### config.mk
export PLATFORM = sky130hd
export DESIGN_NAME = piso_arb_ctrl_flat
export DESIGN_NICKNAME = d
export VERILOG_FILES = /design/src/rtl/piso_arb_ctrl_if.sv /design/src/rtl/piso_arb_ctrl.sv /design/src/flat_wrapper.sv
export SDC_FILE = /design/constraint.sdc
export NUM_CORES = 1
export LEC_CHECK = 0
export ABC_CLOCK_PERIOD_IN_PS = 2700
export CAP_MARGIN = 20
export CORE_MARGIN = 4
export CORE_UTILIZATION = 30
export DETAILED_ROUTE_END_ITERATION = 16
export DONT_BUFFER_PORTS = 1
export SYNTH_ARGS = -nofsm -noshare
export SYNTH_HDL_FRONTEND = slang
export SYNTH_SLANG_ARGS = --single-unit
### constraint.sdc
create_clock -name clk -period 2.7 [get_ports clk]
set_input_delay 0.27 -clock clk [delete_from_list [all_inputs] [get_ports clk]]
set_output_delay 0.27 -clock clk [all_outputs]
set_load 0.02 [all_outputs]
### src/rtl/piso_arb_ctrl_if.sv
// piso_arb_ctrl_if: requester handshakes and serial output of the PISO arbiter
// master: requester side (drives valid/data, observes ready and serial outputs)
// slave : controller side (accepts valid/data, drives ready and serial outputs)
interface piso_arb_ctrl_if #(parameter int WIDTH = 4);
  logic             req0_valid;
  logic [WIDTH-1:0] req0_data;
  logic             req0_ready;
  logic             req1_valid;
  logic [WIDTH-1:0] req1_data;
  logic             req1_ready;
  logic             sout;
  logic             sout_valid;
  logic             grant_id;
  logic             busy;
  logic             done;
  modport master (
    output req0_valid, req0_data, req1_valid, req1_data,
    input  req0_ready, req1_ready, sout, sout_valid, grant_id, busy, done
  );
  modport slave (
    input  req0_valid, req0_data, req1_valid, req1_data,
    output req0_ready, req1_ready, sout, sout_valid, grant_id, busy, done
  );
endinterface

### src/rtl/piso_arb_ctrl.sv
// piso_arb_ctrl: round-robin arbiter of two requesters feeding an MSB-first PISO with inter-frame gap
// Ports: clk (rising edge), rst (async active-low), bus (piso_arb_ctrl_if.slave: req0/req1 valid/data/ready,
//        sout, sout_valid, grant_id, busy, done)
// Option: define PISO_PARITY_EN to append an even-parity bit after the data bits of every frame
module piso_arb_ctrl #(
  parameter int WIDTH      = 4,
  parameter int GAP_CYCLES = 1
) (
  input logic            clk,
  input logic            rst,
  piso_arb_ctrl_if.slave bus
);
`ifdef PISO_PARITY_EN
  localparam int SW = WIDTH + 1;
`else
  localparam int SW = WIDTH;
`endif
  localparam int CW = $clog2(SW);
  typedef enum logic [1:0] {IDLE, SHIFT, GAP} state_t;
  state_t           state_q, state_d;
  logic [SW-1:0]    shift_q, shift_d, load;
  logic [CW-1:0]    cnt_q, cnt_d;
  logic [3:0]       gap_q, gap_d;
  logic             last_q, last_d, grant_q, grant_d;
  logic             idle, win1, take;
  logic [WIDTH-1:0] win_data;
  assign idle = state_q == IDLE;
  // req1 wins when alone, or when both are valid and req0 owned the previous frame
  assign win1 = bus.req1_valid && (!bus.req0_valid || !last_q);
  // ready is gated by rst so nothing is accepted while reset is held
  assign bus.req0_ready = rst && idle && bus.req0_valid && !win1;
  assign bus.req1_ready = rst && idle && win1;
  assign take     = bus.req0_ready || bus.req1_ready;
  assign win_data = win1 ? bus.req1_data : bus.req0_data;
`ifdef PISO_PARITY_EN
  assign load = {win_data, ^win_data};
`else
  assign load = win_data;
`endif
  always_comb begin
    state_d = state_q;
    shift_d = shift_q;
    cnt_d   = cnt_q;
    gap_d   = gap_q;
    last_d  = last_q;
    grant_d = grant_q;
    if (idle && take) begin
      state_d = SHIFT;
      shift_d = load;
      cnt_d   = CW'(SW - 1);
      last_d  = win1;
      grant_d = win1;
    end else if (state_q == SHIFT) begin
      shift_d = shift_q << 1;
      cnt_d   = (cnt_q == '0) ? '0 : cnt_q - 1'b1;
      state_d = (cnt_q != '0) ? SHIFT : (GAP_CYCLES > 0) ? GAP : IDLE;
      gap_d   = (cnt_q == '0) ? 4'(GAP_CYCLES - 1) : gap_q;
    end else if (state_q == GAP) begin
      gap_d   = (gap_q == '0) ? '0 : gap_q - 1'b1;
      state_d = (gap_q == '0) ? IDLE : GAP;
    end
  end
  always_ff @(posedge clk or negedge rst) begin
    if (!rst) begin
      state_q <= IDLE;
      shift_q <= '0;
      cnt_q   <= '0;
      gap_q   <= '0;
      last_q  <= 1'b1;
      grant_q <= 1'b0;
    end else begin
      state_q <= state_d;
      shift_q <= shift_d;
      cnt_q   <= cnt_d;
      gap_q   <= gap_d;
      last_q  <= last_d;
      grant_q <= grant_d;
    end
  end
  assign bus.sout       = (state_q == SHIFT) && shift_q[SW-1];
  assign bus.sout_valid = state_q == SHIFT;
  assign bus.done       = (state_q == SHIFT) && (cnt_q == '0);
  assign bus.busy       = !idle;
  assign bus.grant_id   = grant_q;
endmodule

### src/flat_wrapper.sv
// flat-port wrapper written by rule: the top's interface ports become plain ports
module piso_arb_ctrl_flat 
#(
  parameter int WIDTH      = 4,
  parameter int GAP_CYCLES = 1
)
  (clk, rst, bus_req0_valid, bus_req0_data, bus_req1_valid, bus_req1_data, bus_req0_ready, bus_req1_ready, bus_sout, bus_sout_valid, bus_grant_id, bus_busy, bus_done);
  piso_arb_ctrl_if #(.WIDTH(WIDTH)) bus_i ();
  input logic clk;
  input logic rst;
  input wire logic [$bits(bus_i.req0_valid)-1:0] bus_req0_valid;
  input wire logic [$bits(bus_i.req0_data)-1:0] bus_req0_data;
  input wire logic [$bits(bus_i.req1_valid)-1:0] bus_req1_valid;
  input wire logic [$bits(bus_i.req1_data)-1:0] bus_req1_data;
  output wire logic [$bits(bus_i.req0_ready)-1:0] bus_req0_ready;
  output wire logic [$bits(bus_i.req1_ready)-1:0] bus_req1_ready;
  output wire logic [$bits(bus_i.sout)-1:0] bus_sout;
  output wire logic [$bits(bus_i.sout_valid)-1:0] bus_sout_valid;
  output wire logic [$bits(bus_i.grant_id)-1:0] bus_grant_id;
  output wire logic [$bits(bus_i.busy)-1:0] bus_busy;
  output wire logic [$bits(bus_i.done)-1:0] bus_done;
  assign bus_i.req0_valid = bus_req0_valid;
  assign bus_i.req0_data = bus_req0_data;
  assign bus_i.req1_valid = bus_req1_valid;
  assign bus_i.req1_data = bus_req1_data;
  assign bus_req0_ready = bus_i.req0_ready;
  assign bus_req1_ready = bus_i.req1_ready;
  assign bus_sout = bus_i.sout;
  assign bus_sout_valid = bus_i.sout_valid;
  assign bus_grant_id = bus_i.grant_id;
  assign bus_busy = bus_i.busy;
  assign bus_done = bus_i.done;
  piso_arb_ctrl #(.WIDTH(WIDTH), .GAP_CYCLES(GAP_CYCLES)) u_core (.clk(clk), .rst(rst), .bus(bus_i));
endmodule
---- Yosys cells after proc, flatten, opt, wreduce, memory -nomap -nowiden ----
Cells that the tools add are included.
cells by class
  add/subtract/negate cells ............... 2
  multiplexer cells ....................... 15
  bitwise gates (word level) .............. 1
  equal/unequal tests ..................... 3
  reductions and logical operators ........ 22
operators with widths
  cell                                                   count
  two-way mux 4 bit                                      7
  two-way mux 2 bit                                      8
  logical AND 1 bit                                      8
  nonzero test 2 bit                                     3
  logical NOT 1 bit                                      4
  logical NOT 2 bit                                      2
  logical NOT 4 bit                                      1
  subtractor 4 x 1 -> 4 bit, second input constant       1
  AND reduction 3 bit                                    1
  nonzero test 3 bit                                     1
  == test 2 x 1 -> 1 bit, second input constant          1
  == test 2 bit, second input constant                   1
  logical OR 1 bit                                       2
  inequality test 2 x 1 -> 1 bit, second input constant  1
  subtractor 2 x 1 -> 2 bit, second input constant       1
  inverter 1 bit                                         1
word-level totals
  output and inout bits ................... 7
  register bits ........................... 14
  input port bits ......................... 12
  word-level logic and storage cells ...... 49

---- Logic depth before layout (Yosys ltp) ----
Gate-level depths: netlist of run 1.
  word-level depth ........................ 9
  depth in mapped cells ................... 6

---- Least setup slack after synthesis of run 1 ----
Ideal clock, no wire load.
  kind .................................... register -> register
  start ................................... register u_core.state_q[1]
  end ..................................... register u_core.shift_q[2]
  data required time ...................... 2.572 ns
  arrival time ............................ 1.438 ns
  clock period less this slack ............ 1.566 ns
  path slack .............................. 1.134 ns
  cell stages (with the launch flop) ...... 7
  path through ............................ dfrtp_1 > inv_1 > ha_1 > buf_2 > mux2_2 > nand2_1 > o21ai_0
on the way
  elaborated cells between the ends (all ways) .. 10
  classes of those cells .................. eq/ne (1); mux (1); reduce/logical (8)
RTL lines
  element                       RTL line             source
  start, declared               piso_arb_ctrl.sv:20  state_t state_q, state_d;
  start signal, assigned        piso_arb_ctrl.sv:72  state_q <= state_d;
  == test 2 x 1 -> 1 bit        -
  net bus_sout_valid            flat_wrapper.sv:18   output wire logic [$bits(bus_i.sout_valid)-1:0] bus_sout_valid;
  nonzero test 2 bit (no line)  -
  end signal, assigned          piso_arb_ctrl.sv:73  shift_q <= shift_d;
  end, declared                 piso_arb_ctrl.sv:21  logic [SW-1:0] shift_q, shift_d, load;
The timed path passes the listed nets, and every way through them passes these cells.
A chain may end at the register's enable or synchronous reset.

---- Final worst setup path of run 1 ----
  start ................................... register u_core.state_q[1]
  end ..................................... output port bus_done
on the way
  word-level cells in the longest chain between the ends .. 2
ends and longest elaborated chain
  element                 RTL line             source
  == test 2 x 1 -> 1 bit  piso_arb_ctrl.sv:82  assign bus.done = (state_q == SHIFT) && (cnt_q == '0);
  logical AND 1 bit       piso_arb_ctrl.sv:82
  end, declared           flat_wrapper.sv:21   output wire logic [$bits(bus_i.done)-1:0] bus_done;
Every way passes these cells.

==> results.py, run 1 <==
metrics = {
    "clocking": {
        "htreeDepth": 1,
        "clk_pin_slew_ns": 0.08,
        "cts_sinks": 14,
        "clockRootBuffer": "clkbuf_4",
        "cts_setup_buffers": 0,
        "insertion_delay_ns": 0.27,
        "hold_buffers": 1,
        "cts.path.max_buffers": 2,
        "cts_resized": 0,
        "cts_tree": "yes",
        "cts_buffers": 3,
    },
    "detailed_routing": {
        "via_count": 572,
        "wire_per_inst_um": 13.5,
        "drt_iter0_drc": 20,
        "wirelength_mm": 1.50,
        "drc": 0,
        "viasPerCell": 5.15,
        "drtPass1Iterations": 4,
        "ant_nets": 0,
    },
    "setup_path": {
        "start_kind": "flip-flop",
        "path_delay_family": "simple AND/OR/NAND/NOR gates",
        "cp_max_fo": 15,
        "worst-path-buf-inv": 1,
        "arrival_ns": 1.73,
        "cp_slowest_stage_delay_ns": 0.45,
        "cp-end-kind": "primary output",
        "path_cells": "inv_1, ha_1, nand2b_1, nor2_1",
        "crit_slowest_cell": "ha_1",
        "cp.required_ns": 2.43,
        "criticalPathCategory": "flip-flop to primary output",
    },
    "yosys": {
        "ys.flop_type": "dfrtp_1",
        "synth_edf_count": 0,
        "syn_area_per_cell_um2": 10.6,
        "async_flop_share": 1.00,
        "yosys_warnings": 0,
        "yosysUniqueCellTypes": 31,
        "syn-num-nets": 92,
        "synth-seq-cells": 14,
        "syn_area_um2": 817,
        "yosysSeqAreaShare": 0.430,
        "syn_inst": 77,
    },
    "layout": {
        "nNetsFinal": 97,
        "drive_above_1_share": 0.173,
        "register_area_um2": 352,
        "diodes": 0,
        "area_growth_pct": 8.73,
        "fillers": 273,
        "multiInputGateArea_um2": 433,
    },
    "sta": {
        "period_needed_ns": 2.00,
        "finalClockSkew_ns": 0.00417,
        "post-route-period-util": 0.739,
        "worst_pin_slew_ns": 0.665,
        "slew_headroom": 0.555,
        "hold_viol": 0,
        "setup_ws_ns": 0.704,
        "rsz0062_at_grt": "no",
        "setup_viol": 0,
        "drv_slew": 0,
        "fin_setup_tns_ns": 0,
        "fmax_mhz": 501,
    },
    "global_routing": {
        "grt_pass1_vias": 605,
        "grt_first_pass_wirelength_mm": 2.55,
        "antenna_found_initial": 0,
        "gr-total-overflow": 0,
        "grt_max_degree": 16,
        "grt_use_total": 0.0956,
    },
    "power": {
        "p_clk_frac": 0.134,
        "swShare": 0.415,
        "power_density_nw_per_um2": 1020,
        "intPower_uw": 528,
        "p_leak_nw": 0.411,
        "power_frac_seq": 0.384,
        "ir_drop_v": 0.000429,
        "p_switching_uw": 375,
        "p_total_uw": 903,
        "combPwrFrac": 0.481,
    },
    "place": {
        "port_buffers": 0,
        "dp_slack_ns": 0.982,
        "dp_hpwl_mm": 1.13,
        "place.gp.congestion": 0.694,
    },
    "run_status": {
        "status": "completed",
    },
    "hold_path": {
        "hold_path.class": "input pin to flip-flop",
    },
    "die": {
        "die_w_um": 60.2,
        "start_util": 0.321,
        "rows": 18,
        "die_area_um2": 3620,
        "io_pins": 19,
        "die_h_um": 60.2,
        "core-area_um2": 2540,
    },
    "job": {
        "cap_viol_max_count": 0,
    },
}
## stage by stage
stage,hold slack [ns],std cells,instance area (um2),util
detailed placement,-0.0246,106,852,0.335
floorplan,-0.0256,77,817,-
finish,0.128,111,888,0.349
CTS,0.125,111,888,0.349
global route,0.135,111,888,0.349
global placement,-0.0246,106,852,0.335
## cell type report
| type | count | area share |
|---|---|---|
| multi-input combinational | 55 | 0.487 |
| sequential | 14 | 0.396 |
| tap | 30 | 0.0423 |
| clock buffer | 4 | 0.0296 |
| inverter | 6 | 0.0254 |
| timing repair buffer | 2 | 0.0197 |
## flip-flops by register name, indices dropped and copies added, names as in the netlist
register	cells
u_core.shift_q	4
u_core.gap_q	4
u_core.bus.grant_id	1
u_core.state_q	2
u_core.last_q	1
u_core.cnt_q	2
## layout by cell type (no fill, tap or decap), types with 2 or more instances in the layout
| cell type | instances |
|---|---|
| nor3b_1 | 2 |
| nor2_1 | 2 |
| mux2_4 | 2 |
| nand2_1 | 7 |
| nor3_1 | 4 |
| nand3_1 | 2 |
| o21ai_0 | 6 |
| mux2_2 | 4 |
| inv_1 | 6 |
| clkbuf_4 | 3 |
| a21oi_1 | 2 |
| dfrtp_1 | 13 |
| nand2b_1 | 2 |
| mux2i_1 | 4 |
| ha_1 | 3 |
## kinds of logic after synthesis
family	after synthesis	synth area share
AOI/OAI and AO/OA	16	0.155
muxes	10	0.141
DFF	14	0.430
buffers and inverters	8	0.0398
adders and majority gates	3	0.0459
and+or+nand+nor	26	0.188
## path summary, 6_finish.rpt
path	startpoint	end	slack (ns)	cells past startpoint
setup / recovery	u_core.state_q[1]$_DFFE_PN0P_	bus_done	0.70	4
setup reg to reg	u_core.state_q[1]$_DFFE_PN0P_	u_core.gap_q[0]$_DFFE_PN0P_	1.02	5
max in group asynchronous	rst	u_core.shift_q[0]$_DFFE_PN0P_	1.81	1
hold reg to reg	u_core.last_q$_DFFE_PN1P_	u_core.last_q$_DFFE_PN1P_	0.52	2
min in group asynchronous	rst	u_core.gap_q[1]$_DFFE_PN0P_	0.47	1
hold / removal	bus_req1_valid	u_core.last_q$_DFFE_PN1P_	0.13	2
## cell usage after synthesis (2+ instances only)
| cell type | number | area share |
|---|---|---|
| nand2b_1 | 2 | 0.015 |
| buf_2 | 2 | 0.012 |
| o21ai_0 | 6 | 0.037 |
| ha_1 | 3 | 0.046 |
| a21oi_1 | 2 | 0.012 |
| nor3_1 | 4 | 0.025 |
| nor3b_1 | 2 | 0.018 |
| mux2i_1 | 4 | 0.049 |
| dfrtp_1 | 13 | 0.40 |
| nand3_1 | 2 | 0.012 |
| nor2_1 | 2 | 0.0092 |
| mux2_2 | 4 | 0.055 |
| mux2_4 | 2 | 0.037 |
| inv_1 | 6 | 0.028 |
| nand2_1 | 7 | 0.032 |
## power groups by stage
stage / sequential [mW] / clock [mW] / combinational (mW)
2_1_floorplan: 0.340 / 0 / 0.374
3_3_place_gp: 0.349 / 0 / 0.431
3_5_place_dp: 0.351 / 0 / 0.436
4_1_cts: 0.348 / 0.130 / 0.443
5_1_grt: 0.357 / 0.141 / 0.491
6_report: 0.347 / 0.121 / 0.435
## metal layers
layer,vias to the layer above,GRT usage,routed length [um]
met5,-,0,0
met4,0,0.0285,0
met3,0,0.0302,104
met2,18,0.154,724
met1,274,0.121,674
li1,280,-,-
Power figures use the tool's default switching activity.
==> run 2, diff against run 1 <==
--- a/config.mk
+++ b/config.mk
@@ -5,7 +5,7 @@
 export SDC_FILE = /design/constraint.sdc
 export NUM_CORES = 1
 export LEC_CHECK = 0
-export ABC_CLOCK_PERIOD_IN_PS = 2700
+export ABC_CLOCK_PERIOD_IN_PS = 2000
 export CAP_MARGIN = 20
 export CORE_MARGIN = 4
 export CORE_UTILIZATION = 30
==> constraint.sdc (replaced) <==
create_clock -name clk -period 2 [get_ports clk]
set_input_delay 0.2 -clock clk [delete_from_list [all_inputs] [get_ports clk]]
set_output_delay 0.2 -clock clk [all_outputs]
set_load 0.02 [all_outputs]
==> run 2 against run 1 <==
  * Clock power increased by 73%
  * Critical path depth rose by 1
  * Sequential share of layout area fell by 0.77 points
  * Combinational power increased by 36%
  * Cell count rose by 0.90%
  * Sequential power up 36%
  * Die area did not move
==> results.py, run 2 (same netlist as run 1, synthesis figures left out) <==
metrics = {
    "run_status": {
        "status": "completed",
    },
    "sta": {
        "finalClockSkew_ns": 0.000669,
        "fin_setup_tns_ns": 0,
        "setup_ws_ns": 0.240,
        "setup_viol": 0,
        "slew_headroom": 0.565,
        "drv_slew": 0,
        "post-route-period-util": 0.880,
        "period_needed_ns": 1.76,
        "rsz0062_at_grt": "no",
        "fmax_mhz": 568,
        "hold_viol": 0,
        "worst_pin_slew_ns": 0.650,
    },
    "power": {
        "p_leak_nw": 0.422,
        "p_total_mw": 1.27,
        "power_density_nw_per_um2": 1400,
        "ir_drop_v": 0.000676,
    },
    "detailed_routing": {
        "drt_iter0_drc": 17,
        "routed.top_layer": "met3",
        "drtPass1Iterations": 2,
        "wl_met2_um": 665,
        "ant_nets": 0,
        "wl_met1_um": 714,
        "via_count": 574,
        "wirelength_mm": 1.52,
        "drc": 0,
        "wl_met3_um": 137,
        "wire_per_inst_um": 13.5,
        "viasPerCell": 5.13,
    },
    "place": {
        "dp_hpwl_mm": 1.07,
        "port_buffers": 0,
        "place.gp.congestion": 0.747,
        "dp_slack_ns": 0.423,
    },
    "setup_path": {
        "arrival_ns": 1.56,
        "start_kind": "flip-flop",
        "rr_startpoint": "u_core.state_q[1]$_DFFE_PN0P_",
        "criticalPathCategory": "flip-flop to primary output",
        "startpoint": "u_core.state_q[1]$_DFFE_PN0P_",
        "cp-end-kind": "primary output",
        "cp.required_ns": 1.80,
        "cp_max_fo": 12,
    },
    "clocking": {
        "insertion_delay_ns": 0.28,
        "cts_tree": "yes",
        "clockRootBuffer": "clkbuf_4",
        "cts.path.max_buffers": 2,
        "clk_pin_slew_ns": 0.09,
        "cts_sinks": 14,
        "cts_resized": 0,
        "htreeDepth": 1,
        "cts_buffers": 3,
    },
    "job": {
        "cap_viol_max_count": 0,
    },
    "hold_path": {
        "hold_path.class": "input pin to flip-flop",
        "worstHoldStart": "bus_req1_valid",
    },
    "global_routing": {
        "grt_pass1_vias": 560,
        "grt_max_degree": 16,
        "grt_first_pass_wirelength_mm": 2.48,
        "antenna_found_initial": 0,
        "gr-total-overflow": 0,
        "grt_use_total": 0.0927,
    },
    "layout": {
        "drive_above_1_share": 0.195,
        "diodes": 0,
        "layout_common_cells": "dfrtp_1, nand2_1, inv_1, o21ai_0",
        "final_common_cell": "dfrtp_1",
        "nNetsFinal": 98,
        "reg.largest.list": "u_core.gap_q: 4 flops, u_core.shift_q: 4 flops",
        "area_growth_pct": 10.9,
    },
    "die": {
        "die_w_um": 60.2,
        "start_util": 0.321,
        "core-area_um2": 2540,
        "die_h_um": 60.2,
        "die_area_um2": 3620,
        "io_pins": 19,
        "rows": 18,
    },
}
## run 2: layout make-up
cell class	count	area [um2]
fill	262	1640
multi-input combinational	55	433
sequential	14	352
tap	30	37.5
clock buffer	4	36.3
timing repair buffer	3	25.0
inverter	6	22.5
## run 2: worst paths after layout
check	to	slack [ns]	cells past startpoint
setup reg to reg	u_core.gap_q[1]$_DFFE_PN0P_	0.40	5
hold / removal	u_core.last_q$_DFFE_PN1P_	0.04	2
min in group asynchronous	u_core.gap_q[0]$_DFFE_PN0P_	0.38	1
max in group asynchronous	u_core.state_q[1]$_DFFE_PN0P_	1.21	1
hold reg to reg	u_core.shift_q[0]$_DFFE_PN0P_	0.52	2
setup / recovery	bus_done	0.24	5
## run 2: through the flow
stage	util	cells	hold slack, ns	cell area [um2]
detailed placement	0.338	107	-0.0950	860
CTS	0.356	112	0.0285	906
finish	0.356	112	0.0409	906
floorplan	-	77	-0.0956	817
global placement	0.338	107	-0.0951	860
global route	0.356	112	0.0393	906
## run 2: report_power, final
| group | internal [mW] | total, mW | switching (mW) |
|---|---|---|---|
| registers | 0.391 | 0.471 | 0.0797 |
| logic | 0.252 | 0.592 | 0.340 |
| clock network | 0.111 | 0.209 | 0.0984 |
## run 2: metal layers
layer,up-vias,GRT usage
met2,19,0.150
li1,283,-
met5,-,0
met1,272,0.108
met4,0,0.00949
met3,0,0.0562
## run 2: timing repair
item	CTS	global route
hold buffers	1	0
hold endpoints to repair	14	0
setup buffers	0	0
## run 2: worst max-delay path: stages (launching register included)
cell	delay [ns]
dfrtp_1	0.39
inv_1	0.08
ha_1	0.37
nand2b_1	0.17
nor2_1	0.12
buf_4	0.15
